**src/rtl/msrv32_wr_en_ctrl.sv**
```systemverilog
// Registered multi-channel write-enable controller for the msrv32 writeback stage.
// Gates writes on flush, a post-flush squash window, stall and address-zero suppression.
module msrv32_wr_en_ctrl #(
  parameter int                NUM_CH        = 2,
  parameter int                ADDR_W        = 12,
  parameter int                DATA_W        = 32,
  parameter int                SQUASH_CYCLES = 2,
  parameter logic [NUM_CH-1:0] ZERO_SUPPRESS = NUM_CH'(2'b01),
  parameter int                CNT_W         = 8
) (
  input  logic                     ms_riscv32_mp_clk_in,
  input  logic                     ms_riscv32_mp_rst_in,
  input  logic                     flush_in,
  input  logic                     stall_in,
  input  logic [NUM_CH-1:0]        wr_en_req_in,
  input  logic [NUM_CH*ADDR_W-1:0] wr_addr_in,
  input  logic [NUM_CH*DATA_W-1:0] wr_data_in,
  input  logic                     kill_cnt_clr_in,
  output logic [NUM_CH-1:0]        wr_en_out,
  output logic [NUM_CH*ADDR_W-1:0] wr_addr_out,
  output logic [NUM_CH*DATA_W-1:0] wr_data_out,
  output logic                     squash_active_out,
  output logic [CNT_W-1:0]         kill_cnt_out
);

  typedef enum logic {RUN, SQUASH} state_t;

  localparam logic [3:0]       SQ_LOAD = 4'(SQUASH_CYCLES);
  localparam logic [CNT_W-1:0] CNT_MAX = {CNT_W{1'b1}};

  state_t                     state_q, state_d;
  logic [3:0]                 sq_cnt_q, sq_cnt_d;
  logic [NUM_CH-1:0]          wr_en_q, wr_en_d;
  logic [NUM_CH*ADDR_W-1:0]   addr_q, addr_d;
  logic [NUM_CH*DATA_W-1:0]   data_q, data_d;
  logic [CNT_W-1:0]           kill_cnt_q, kill_cnt_d;
  logic [NUM_CH-1:0]          zsup;
  logic [NUM_CH-1:0]          kill_vec;
  logic [3:0]                 kill_pop;
  logic [CNT_W:0]             kill_sum;

  for (genvar gi = 0; gi < NUM_CH; gi++) begin : g_zsup
    assign zsup[gi] = ZERO_SUPPRESS[gi] & (wr_addr_in[gi*ADDR_W +: ADDR_W] == '0);
  end

  always_comb begin
    state_d  = state_q;
    sq_cnt_d = sq_cnt_q;
    wr_en_d  = '0;
    addr_d   = addr_q;
    data_d   = data_q;
    kill_vec = '0;
    if (flush_in) begin
      addr_d   = wr_addr_in;
      data_d   = wr_data_in;
      sq_cnt_d = SQ_LOAD;
      state_d  = (SQ_LOAD != 4'd0) ? SQUASH : RUN;
      kill_vec = wr_en_req_in;
    end else if (stall_in) begin
      // Blocked requests are replayed by upstream, so nothing is killed here.
      kill_vec = '0;
    end else if (state_q == SQUASH) begin
      addr_d   = wr_addr_in;
      data_d   = wr_data_in;
      sq_cnt_d = sq_cnt_q - 4'd1;
      if (sq_cnt_q == 4'd1) state_d = RUN;
      kill_vec = wr_en_req_in;
    end else begin
      addr_d   = wr_addr_in;
      data_d   = wr_data_in;
      wr_en_d  = wr_en_req_in & ~zsup;
      kill_vec = wr_en_req_in & zsup;
    end
  end

  always_comb begin
    kill_pop = 4'd0;
    for (int i = 0; i < NUM_CH; i++) kill_pop = kill_pop + 4'(kill_vec[i]);
    kill_sum = {1'b0, kill_cnt_q} + (CNT_W+1)'(kill_pop);
    if (kill_cnt_clr_in)    kill_cnt_d = '0;
    else if (kill_sum[CNT_W]) kill_cnt_d = CNT_MAX;
    else                    kill_cnt_d = kill_sum[CNT_W-1:0];
  end

  always_ff @(posedge ms_riscv32_mp_clk_in or posedge ms_riscv32_mp_rst_in) begin
    if (ms_riscv32_mp_rst_in) begin
      state_q    <= RUN;
      sq_cnt_q   <= '0;
      wr_en_q    <= '0;
      addr_q     <= '0;
      data_q     <= '0;
      kill_cnt_q <= '0;
    end else begin
      state_q    <= state_d;
      sq_cnt_q   <= sq_cnt_d;
      wr_en_q    <= wr_en_d;
      addr_q     <= addr_d;
      data_q     <= data_d;
      kill_cnt_q <= kill_cnt_d;
    end
  end

  assign wr_en_out         = wr_en_q;
  assign wr_addr_out       = addr_q;
  assign wr_data_out       = data_q;
  assign squash_active_out = (state_q == SQUASH);
  assign kill_cnt_out      = kill_cnt_q;

endmodule

```
**config.mk**
```make
export PLATFORM = sky130hd
export DESIGN_NAME = msrv32_wr_en_ctrl
export DESIGN_NICKNAME = d
export VERILOG_FILES = /design/src/rtl/msrv32_wr_en_ctrl.sv
export SDC_FILE = /design/constraint.sdc
export NUM_CORES = 1
export LEC_CHECK = 0
export ABC_AREA = 1
export CORE_ASPECT_RATIO = 0.9
export CORE_MARGIN = 3
export CORE_UTILIZATION = 44
export CTS_CLUSTER_SIZE = 40
export DETAILED_ROUTE_END_ITERATION = 8
export GPL_TIMING_DRIVEN = 0
export PLACE_DENSITY = 0.95
export SLEW_MARGIN = 20
export SYNTH_ARGS = -nofsm -noshare
export SYNTH_HDL_FRONTEND = slang
export SYNTH_SLANG_ARGS = --single-unit
```
**constraint.sdc**
```tcl
create_clock -name ms_riscv32_mp_clk_in -period 6.2 [get_ports ms_riscv32_mp_clk_in]
set_input_delay 1.24 -clock ms_riscv32_mp_clk_in [delete_from_list [all_inputs] [get_ports ms_riscv32_mp_clk_in]]
set_output_delay 1.24 -clock ms_riscv32_mp_clk_in [all_outputs]
set_load 0.01 [all_outputs]
```
==> results.json, run 1 <==
{
  "outcome": "completed",
  "cpLargestDelayFamily": "buffers and inverters",
  "grt_pass1_vias": 3946,
  "hold_path_end": "wr_data_out[26]$_DFFE_PP0P_",
  "die_y_um": 98.44,
  "yosys.cell_count.top_type": "nand2_1",
  "die-area_um2": 10700,
  "dr.pass1.iters": 4,
  "pre_cts_ws_ns": 2.327,
  "num_rows": 33,
  "comb_power_share_pct": 21.1,
  "via_per_inst": 4.653,
  "setup_ws_ns": 2.713,
  "slowest_delay_ns": 0.48,
  "postCtsHoldBufs": 0,
  "hp-class": "flop to flop",
  "start_kind": "input pin",
  "synthFlopType": "dfrtp_1",
  "reg2reg_from": "squash_active_out$_DFFE_PP0P_",
  "track_usage_pct": 21.94,
  "seqPwrFrac_pct": 51.9,
  "cts_tree": "built",
  "cts_sinks": 103,
  "grt-busiest-layer": "met2",
  "met1_usage_pct": 26.47,
  "ys_top_cells_by_count": "nand2_1, dfrtp_1, inv_1, nor2_1, buf_4",
  "dp.cells": 809,
  "diodes": 0,
  "synth_cell_types": 20,
  "ant_nets": 0,
  "routed_wl_um": 11620,
  "path_clk_slew_ns": 0.10,
  "synth_edf_count": 0,
  "ir_drop_mv": 0.1083,
  "die_width_um": 108.7,
  "path_common_cell": "nand2_1",
  "h-tree-depth": 3,
  "drc": 0,
  "yosysSeqAreaShare_pct": 61.70,
  "path_buf_inv": 6,
  "postSynthCellCount": 493,
  "whs_path_depth": 2,
  "yosys.area.top_type": "dfrtp_1",
  "globalplace.congestion": 0.8176,
  "insertion_delay_ns": 0.35,
  "synth_async_sr_flop_share_pct": 100.0,
  "wl_per_cell_um": 14.08,
  "powerDensity_nw_per_um2": 224.5,
  "initial_core_util_pct": 45.58,
  "net-switching-power_w": 0.0003869,
  "skew_ns": 0.01059,
  "finalCriticalPeriod_ns": 3.487,
  "period_share_pct": 56.25,
  "fmax_mhz": 286.8,
  "setup_tns_ns": 0,
  "clock_power_share_pct": 26.9,
  "crit_required_ns": 6.50,
  "setup_viol": 0,
  "p_int_w": 0.001068,
  "finalPower_w": 0.001455,
  "relSlewSlack_pct": 70.80,
  "fillCellCount": 707,
  "ys_ff_latch": 103,
  "finalNetCount": 797,
  "reg2reg_to": "kill_cnt_out[5]$_DFF_PP0_",
  "ios": 194,
  "postCtsSetupRepairBufs": 0,
  "grt_max_degree": 59,
  "synth_fp_nets": 592,
  "clock_path_buffers": 2,
  "crit_arrival_ns": 3.79,
  "dpl.hpwl_um": 9037,
  "finalHoldViolations": 0,
  "path_class": "input pin to flop",
  "drv_cap": 0,
  "drt_iter0_markers": 188,
  "worstRegToRegCells": 12,
  "synth_area_leaders": "dfrtp_1, nand2_1, inv_1, nor2_1, buf_4",
  "area_growth_pct": 55.08,
  "drive_above_1_share_pct": 4.979,
  "port_buffers": 193,
  "swShare_pct": 26.60,
  "final_cells": 825,
  "crit_path_max_fanout": 10,
  "antenna_found_initial": 0,
  "final_max_slew_viol_count": 0,
  "path_cells": "clkdlybuf4s50_1 -> inv_2 -> nand2_4 -> inv_2 -> buf_4 -> nor2_1 -> nand2_1 -> fa_1 -> inv_1 -> ha_1 -> nand2_1 -> nor2_1 -> nand2_1 -> nand3_1 -> nand2_1 -> inv_1",
  "vias": 3839,
  "post_cts_resize_count": 0,
  "hold_start": "wr_data_out[26]$_DFFE_PP0P_",
  "grt_pass1_wl_um": 18620,
  "rsz0062_at_grt": "no",
  "overflow": 0,
  "yosys_warnings": 0,
  "grt_util_met2_pct": 39.38,
  "design.core.area_um2": 9166,
  "yosys.area.top_type_share_pct": 61.70,
  "crit_path_end_kind": "flop",
  "synth_area_per_cell_um2": 8.474,
  "tightest_slew_ns": 0.4381,
  "rrSetupSlack_ns": 4.05,
  "cts_buffers": 9,
  "cpMaxStageDelayCell": "clkdlybuf4s50_1",
  "cts-root-buf": "clkbuf_8",
  "grt_util_met3_pct": 5.043,
  "leakage_nw": 3.198,
  "syn_area_um2": 4178,
  "post-route-util_pct": 70.68
}
[through the flow]
stage,hold slack (ns),instance area (um^2)
2_1_floorplan,0.5070,4178
3_3_place_gp,0.4523,6262
3_5_place_dp,0.4579,6295
4_1_cts,0.4793,6479
5_1_grt,0.4959,6479
6_report,0.4750,6479
[metal layers]
| metal | up-vias | share of wire, % |
|---|---|---|
| met5 | - | 0 |
| met3 | 8 | 5.6 |
| met4 | 0 | 0.93 |
| met1 | 1827 | 40 |
| met2 | 117 | 53 |
| li1 | 1887 | - |
[cells in the final DEF, fill, tap and decap left out, types with 5 or more instances in the layout]
master / count
clkbuf_8: 11
dfrtp_1: 103
nor2_1: 23
buf_4: 9
clkdlybuf4s50_1: 193
inv_1: 22
a21oi_1: 7
o21ai_0: 6
nand2_1: 296
clkbuf_1: 5
[tightest hold or removal path, delay by kind of cell (launching register included)]
kind | cells | cell delay (ns)
DFF | 1 | 0.35
and+or+nand+nor | 2 | 0.10
[logic make-up after synthesis]
family          Yosys count  share of synthesized area, %
compound gates           15                         1.947
xor+xnor                  1                        0.2097
fa+ha+maj                 4                         1.378
buf+inv                  43                         4.971
flops                   103                         61.70
simple gates            327                         29.80
[power by group through the flow]
stage               registers [W]  clock network [W]  logic [W]
floorplan                0.000790                  0  0.0000877
global placement         0.000766                  0   0.000298
detailed placement       0.000768                  0   0.000311
CTS                      0.000756           0.000402   0.000312
global route             0.000762           0.000439   0.000337
finish                   0.000756           0.000392   0.000308
[worst max-delay path by stage]
stage	startpoint	endpoint	slack (ns)	cells after the start
detailed placement	flush_in	kill_cnt_out[5]$_DFF_PP0_	2.33	16
global route	flush_in	kill_cnt_out[5]$_DFF_PP0_	2.45	16
finish	flush_in	kill_cnt_out[5]$_DFF_PP0_	2.71	16
global placement	ms_riscv32_mp_rst_in	wr_addr_out[22]$_DFFE_PP0P_	0.85	2
CTS	flush_in	kill_cnt_out[5]$_DFF_PP0_	2.71	16
floorplan	ms_riscv32_mp_rst_in	kill_cnt_out[0]$_DFF_PP0_	2.26	1
[registers in the layout, summed over array words and instances (netlist names)]
register           cells
squash_active_out      1
sq_cnt_q               4
wr_data_out           64
kill_cnt_out           8
wr_addr_out           24
wr_en_out              2
[cell type report]
| cell class | count | area (um^2) | share of cell area, % |
|---|---|---|---|
| Buffer | 18 | 113.9 | 1.757 |
| Clock buffer | 12 | 155.1 | 2.395 |
| Clock inverter | 4 | 28.78 | 0.4442 |
| Inverter | 25 | 98.84 | 1.526 |
| Multi-Input combinational cell | 347 | 1393 | 21.49 |
| Sequential cell | 103 | 2577 | 39.78 |
| Tap cell | 122 | 152.6 | 2.356 |
| Timing Repair Buffer | 194 | 1959 | 30.24 |
(Power assumes the default switching activity.)
==> run 2: changes to the inputs <==
--- a/config.mk
+++ b/config.mk
@@ -8,11 +8,11 @@
 export ABC_AREA = 1
 export CORE_ASPECT_RATIO = 0.9
 export CORE_MARGIN = 3
-export CORE_UTILIZATION = 44
+export CORE_UTILIZATION = 37
 export CTS_CLUSTER_SIZE = 40
 export DETAILED_ROUTE_END_ITERATION = 8
 export GPL_TIMING_DRIVEN = 0
-export PLACE_DENSITY = 0.95
+export PLACE_DENSITY = 0.87
 export SLEW_MARGIN = 20
 export SYNTH_ARGS = -nofsm -noshare
 export SYNTH_HDL_FRONTEND = slang
==> constraint.sdc (replaced) <==
create_clock -name ms_riscv32_mp_clk_in -period 3.08 [get_ports ms_riscv32_mp_clk_in]
set_input_delay 0.616 -clock ms_riscv32_mp_clk_in [delete_from_list [all_inputs] [get_ports ms_riscv32_mp_clk_in]]
set_output_delay 0.616 -clock ms_riscv32_mp_clk_in [all_outputs]
set_load 0.01 [all_outputs]
==> run 2 against run 1 <==
Net effect: final area up 3.4%; largest power group unchanged; clock skew decreased by 0.0070 ns; sequential power is 100% higher; cell count grew 3.9%; total power is 130% higher; critical endpoint unchanged; via count increased by 0.39%; die area rose by 18%; global-route usage is 3.2 points lower; clock power grew to 3.1 times the previous value.
==> results.json, run 2 (synthesized netlist as in run 1, its figures left out) <==
{
  "post_cts_resize_count": 0,
  "reg2reg_from": "squash_active_out$_DFFE_PP0P_",
  "leakage_nw": 3.283,
  "crit_path_end_kind": "flop",
  "final_common_cell": "nand2_1",
  "num_rows": 36,
  "mostFrequentLayoutCells": "nand2_1, clkdlybuf4s50_1, dfrtp_1, nor2_1, inv_1",
  "grt_pass1_vias": 3889,
  "outcome": "completed",
  "crit_path_max_fanout": 10,
  "insertion_delay_ns": 0.33,
  "die_y_um": 106.8,
  "setup_tns_ns": 0,
  "hp-class": "flop to flop",
  "largest_reg_flops": 64,
  "wl_per_cell_um": 13.53,
  "globalplace.congestion": 0.8129,
  "die_width_um": 118.0,
  "h-tree-depth": 3,
  "track_usage_pct": 18.73,
  "cts_tree": "built",
  "drv_cap": 0,
  "overflow": 0,
  "drc": 0,
  "ant_nets": 0,
  "area_growth_pct": 60.29,
  "drive_above_1_share_pct": 5.106,
  "final_max_slew_viol_count": 0,
  "grt_pass1_wl_um": 19040,
  "cts-root-buf": "clkbuf_16",
  "finalHoldViolations": 0,
  "ir_drop_mv": 0.2354,
  "cts_buffers": 9,
  "tightest_slew_ns": 0.4639,
  "postCtsSetupRepairBufs": 0,
  "crit_arrival_ns": 3.13,
  "hold_start": "wr_data_out[8]$_DFFE_PP0P_",
  "fmax_mhz": 350.7,
  "finalNetCount": 799,
  "clock_path_buffers": 2,
  "grt_max_degree": 35,
  "setup_viol": 0,
  "ios": 194,
  "dr.pass1.iters": 4,
  "initial_core_util_pct": 38.17,
  "postCtsHoldBufs": 0,
  "crit_required_ns": 3.36,
  "skew_ns": 0.003628,
  "path_class": "input pin to flop",
  "placed_area_um2": 6371,
  "design.core.area_um2": 10950,
  "relSlewSlack_pct": 69.08,
  "final_area_um2": 6696,
  "drt_iter0_markers": 193,
  "port_buffers": 193,
  "path_clk_slew_ns": 0.07,
  "rrSetupSlack_ns": 0.92,
  "antenna_found_initial": 0,
  "die-area_um2": 12600,
  "powerDensity_nw_per_um2": 504.1,
  "routed_wl_um": 11590,
  "rsz0062_at_grt": "no",
  "dpl.hpwl_um": 8847,
  "vias": 3854,
  "finalCriticalPeriod_ns": 2.851,
  "fillCellCount": 930,
  "via_per_inst": 4.497,
  "diodes": 0,
  "period_share_pct": 92.57,
  "start_kind": "input pin",
  "cts_sinks": 103,
  "crit_start": "flush_in"
}
## run 2: changes by cell type in the layout (fill, tap and decap cells not counted)
cell / delta
buf_12: +2
clkbuf_8: -9
bufinv_16: +2
inv_6: -2
clkinvlp_4: -1
clkbuf_16: +9
clkbuf_1: +1
## run 2: power breakdown
part           internal, W  total [W]  switching, W
Clock             0.000756    0.00123      0.000473
Sequential         0.00146    0.00152     0.0000621
Combinational     0.000355   0.000624      0.000269
Total              0.00257    0.00338      0.000805
## run 2: path summary, 6_finish.rpt
| path | depth (start not counted) | end |
|---|---|---|
| worst min register to register | 2 | wr_data_out[8]$_DFFE_PP0P_ |
| max in group asynchronous | 4 | wr_data_out[1]$_DFFE_PP0P_ |
| worst max register to register | 12 | kill_cnt_out[5]$_DFF_PP0_ |
| worst max-delay path | 16 | kill_cnt_out[5]$_DFF_PP0_ |
| worst min-delay path | 2 | wr_data_out[8]$_DFFE_PP0P_ |
| min in group asynchronous | 2 | wr_addr_out[3]$_DFFE_PP0P_ |
## run 2: worst max-delay path, cell delays in order
cell             delay (ns)
clkdlybuf4s50_1        0.49
inv_2                  0.08
nand2_4                0.11
inv_2                  0.14
buf_4                  0.21
nor2_1                 0.09
nand2_1                0.08
fa_1                   0.43
inv_1                  0.07
ha_1                   0.18
nand2_1                0.10
nor2_1                 0.14
nand2_1                0.17
nand3_1                0.13
nand2_1                0.05
inv_1                  0.04
## run 2: area by class of cell
type / count / area (um^2) / share of cell area (%)
Sequential cell: 103 / 2577 / 38.49
Buffer: 18 / 113.9 / 1.700
Timing Repair Buffer: 196 / 1999 / 29.86
Clock inverter: 3 / 65.06 / 0.9716
Clock buffer: 13 / 260.3 / 3.886
Multi-Input combinational cell: 347 / 1393 / 20.80
Inverter: 25 / 97.59 / 1.457
Tap cell: 152 / 190.2 / 2.840
## run 2: through the flow
stage	setup WS [ns]	util [%]	power, W	instances	hold WS (ns)
after global placement	-0.08537	57.59	0.002145	838	0.4537
final	0.2288	61.18	0.003376	857	0.4688
after CTS	0.1874	61.18	0.003420	857	0.4749
after global routing	0.004348	61.18	0.003537	857	0.4924
after detailed placement	-0.1554	58.21	0.002178	841	0.4585
after floorplan	0.7693	-	0.001767	493	0.5070
## run 2: layer usage
metal  track usage (%)  vias up  wire (um)
li1                  -     1888          -
met5                 0        -          0
met3             4.536       19        708
met2             32.83      127       5860
met4             7.364        0        238
met1             22.38     1820       4785
==> run 3: changes to the inputs <==
--- a/config.mk
+++ b/config.mk
@@ -6,7 +6,7 @@
 export NUM_CORES = 1
 export LEC_CHECK = 0
 export ABC_AREA = 1
-export CORE_ASPECT_RATIO = 0.9
+export CORE_ASPECT_RATIO = 0.7
 export CORE_MARGIN = 3
 export CORE_UTILIZATION = 37
 export CTS_CLUSTER_SIZE = 40
==> run 3 against run 2 <==
Net effect: wire length up 3.8%; combinational power up 1%; clock skew rose by 0.0019 ns; final area down 0.82%; core utilization increased by 1.1 points; non-clock buffer count did not move; critical path type unchanged; largest power group unchanged; highest routed layer unchanged.
==> results.json, run 3 (synthesized netlist as in run 1, its figures left out) <==
{
  "setup_ws_ns": 0.2152,
  "final_common_cell": "nand2_1",
  "setup_viol": 0,
  "vias": 3775,
  "postCtsSetupRepairBufs": 0,
  "dr.pass1.iters": 5,
  "cts_buffers": 9,
  "track_usage_pct": 18.86,
  "dpl.hpwl_um": 9103,
  "wl_per_cell_um": 14.10,
  "drc": 0,
  "dp.cells": 837,
  "crit_path_end_kind": "flop",
  "insertion_delay_ns": 0.33,
  "rsz0062_at_grt": "no",
  "h-tree-depth": 3,
  "ant_nets": 0,
  "crit_path_max_fanout": 10,
  "skew_ns": 0.005556,
  "die_y_um": 94.91,
  "path_class": "input pin to flop",
  "pre_cts_ws_ns": -0.1907,
  "start_kind": "input pin",
  "crit_required_ns": 3.35,
  "design.core.area_um2": 10670,
  "largest_reg_flops": 64,
  "grt_pass1_wl_um": 19000,
  "antenna_found_initial": 0,
  "overflow": 0,
  "powerDensity_nw_per_um2": 486.5,
  "setup_tns_ns": 0,
  "cts_tree": "built",
  "mostFrequentLayoutCells": "nand2_1, clkdlybuf4s50_1, dfrtp_1, nor2_1, inv_1",
  "ios": 194,
  "finalCriticalPeriod_ns": 2.865,
  "grt_pass1_vias": 3863,
  "relSlewSlack_pct": 70.75,
  "cts-root-buf": "clkbuf_16",
  "ir_drop_mv": 0.2902,
  "fmax_mhz": 349.1,
  "die-area_um2": 12620,
  "cts_sinks": 103,
  "path_clk_slew_ns": 0.07,
  "initial_core_util_pct": 39.17,
  "grt_max_degree": 36,
  "drive_above_1_share_pct": 5.532,
  "diodes": 0,
  "finalHoldViolations": 0,
  "leakage_nw": 3.259,
  "post-route-util_pct": 62.26,
  "cpMaxStageDelayCell": "clkdlybuf4s50_1",
  "final_cells": 853,
  "final_area_um2": 6641,
  "port_buffers": 193,
  "hp-class": "flop to flop",
  "path_cells": "clkdlybuf4s50_1 -> inv_2 -> nand2_4 -> inv_2 -> buf_4 -> nor2_1 -> nand2_1 -> fa_1 -> inv_1 -> ha_1 -> nand2_1 -> nor2_1 -> nand2_2 -> nand3_1 -> nand2_1 -> inv_1",
  "globalplace.congestion": 0.7865,
  "placed_area_um2": 6359,
  "slowest_delay_ns": 0.49,
  "drt_iter0_markers": 144,
  "tightest_slew_ns": 0.4388,
  "final_max_slew_viol_count": 0,
  "crit_arrival_ns": 3.14,
  "die_width_um": 133.0,
  "num_rows": 31,
  "outcome": "completed",
  "routed_wl_um": 12030,
  "period_share_pct": 93.01,
  "area_growth_pct": 58.97,
  "finalNetCount": 799,
  "drv_cap": 0,
  "via_per_inst": 4.426,
  "path_common_cell": "nand2_1",
  "clock_path_buffers": 2
}
==> run 3: final timing paths <==
path / from / endpoint / slack, ns / cells after the start
worst min register to register: wr_data_out[20]$_DFFE_PP0P_ / wr_data_out[20]$_DFFE_PP0P_ / 0.47 / 2
worst max register to register: squash_active_out$_DFFE_PP0P_ / kill_cnt_out[5]$_DFF_PP0_ / 0.96 / 12
worst max-delay path: flush_in / kill_cnt_out[5]$_DFF_PP0_ / 0.22 / 16
max in group asynchronous: ms_riscv32_mp_rst_in / wr_data_out[47]$_DFFE_PP0P_ / 1.92 / 4
min in group asynchronous: ms_riscv32_mp_rst_in / wr_data_out[54]$_DFFE_PP0P_ / 0.52 / 2
worst min-delay path: wr_data_out[20]$_DFFE_PP0P_ / wr_data_out[20]$_DFFE_PP0P_ / 0.47 / 2
==> run 3: power breakdown <==
group	total, W	internal, W	switching (W)
combinational	0.000630	0.000355	0.000275
clock	0.00108	0.000559	0.000520
sequential	0.00152	0.00146	0.0000632
==> run 3: stage by stage <==
| stage | hold WS (ns) | total power (W) |
|---|---|---|
| finish | 0.4700 | 0.003231 |
| global route | 0.4852 | 0.003405 |
| CTS | 0.4758 | 0.003275 |
| detailed placement | 0.4579 | 0.002182 |
| global placement | 0.4522 | 0.002148 |
| floorplan | 0.5070 | 0.001767 |
==> run 3: routing by layer <==
layer  global-route usage, %  vias to the layer above  wire length [um]
met5                       0                        -                 0
met4                   4.412                        0               108
met3                   7.295                       10              1062
met2                   31.42                      148              5564
met1                   23.44                     1725              5294
li1                        -                     1892                 -
==> run 3: timing repair <==
item,in CTS,in global routing
endpoints found under the setup margin,0,1
hold buffers,0,0
resized for setup,0,1
==> run 3: worst max-delay path: cells and delay by family <==
kind	cells	cell delay [ns]
fa+ha+maj	2	0.63
buf+inv	6	1.05
simple gates	8	0.84
==> run 3: area by class of cell <==
cell class	instances	area [um^2]
Buffer	18	113.9
Clock buffer	9	225.2
Clock inverter	7	55.05
Fill cell	835	4025
Inverter	25	97.59
Multi-Input combinational cell	347	1395
Sequential cell	103	2577
Tap cell	148	185.2
Timing Repair Buffer	196	1992
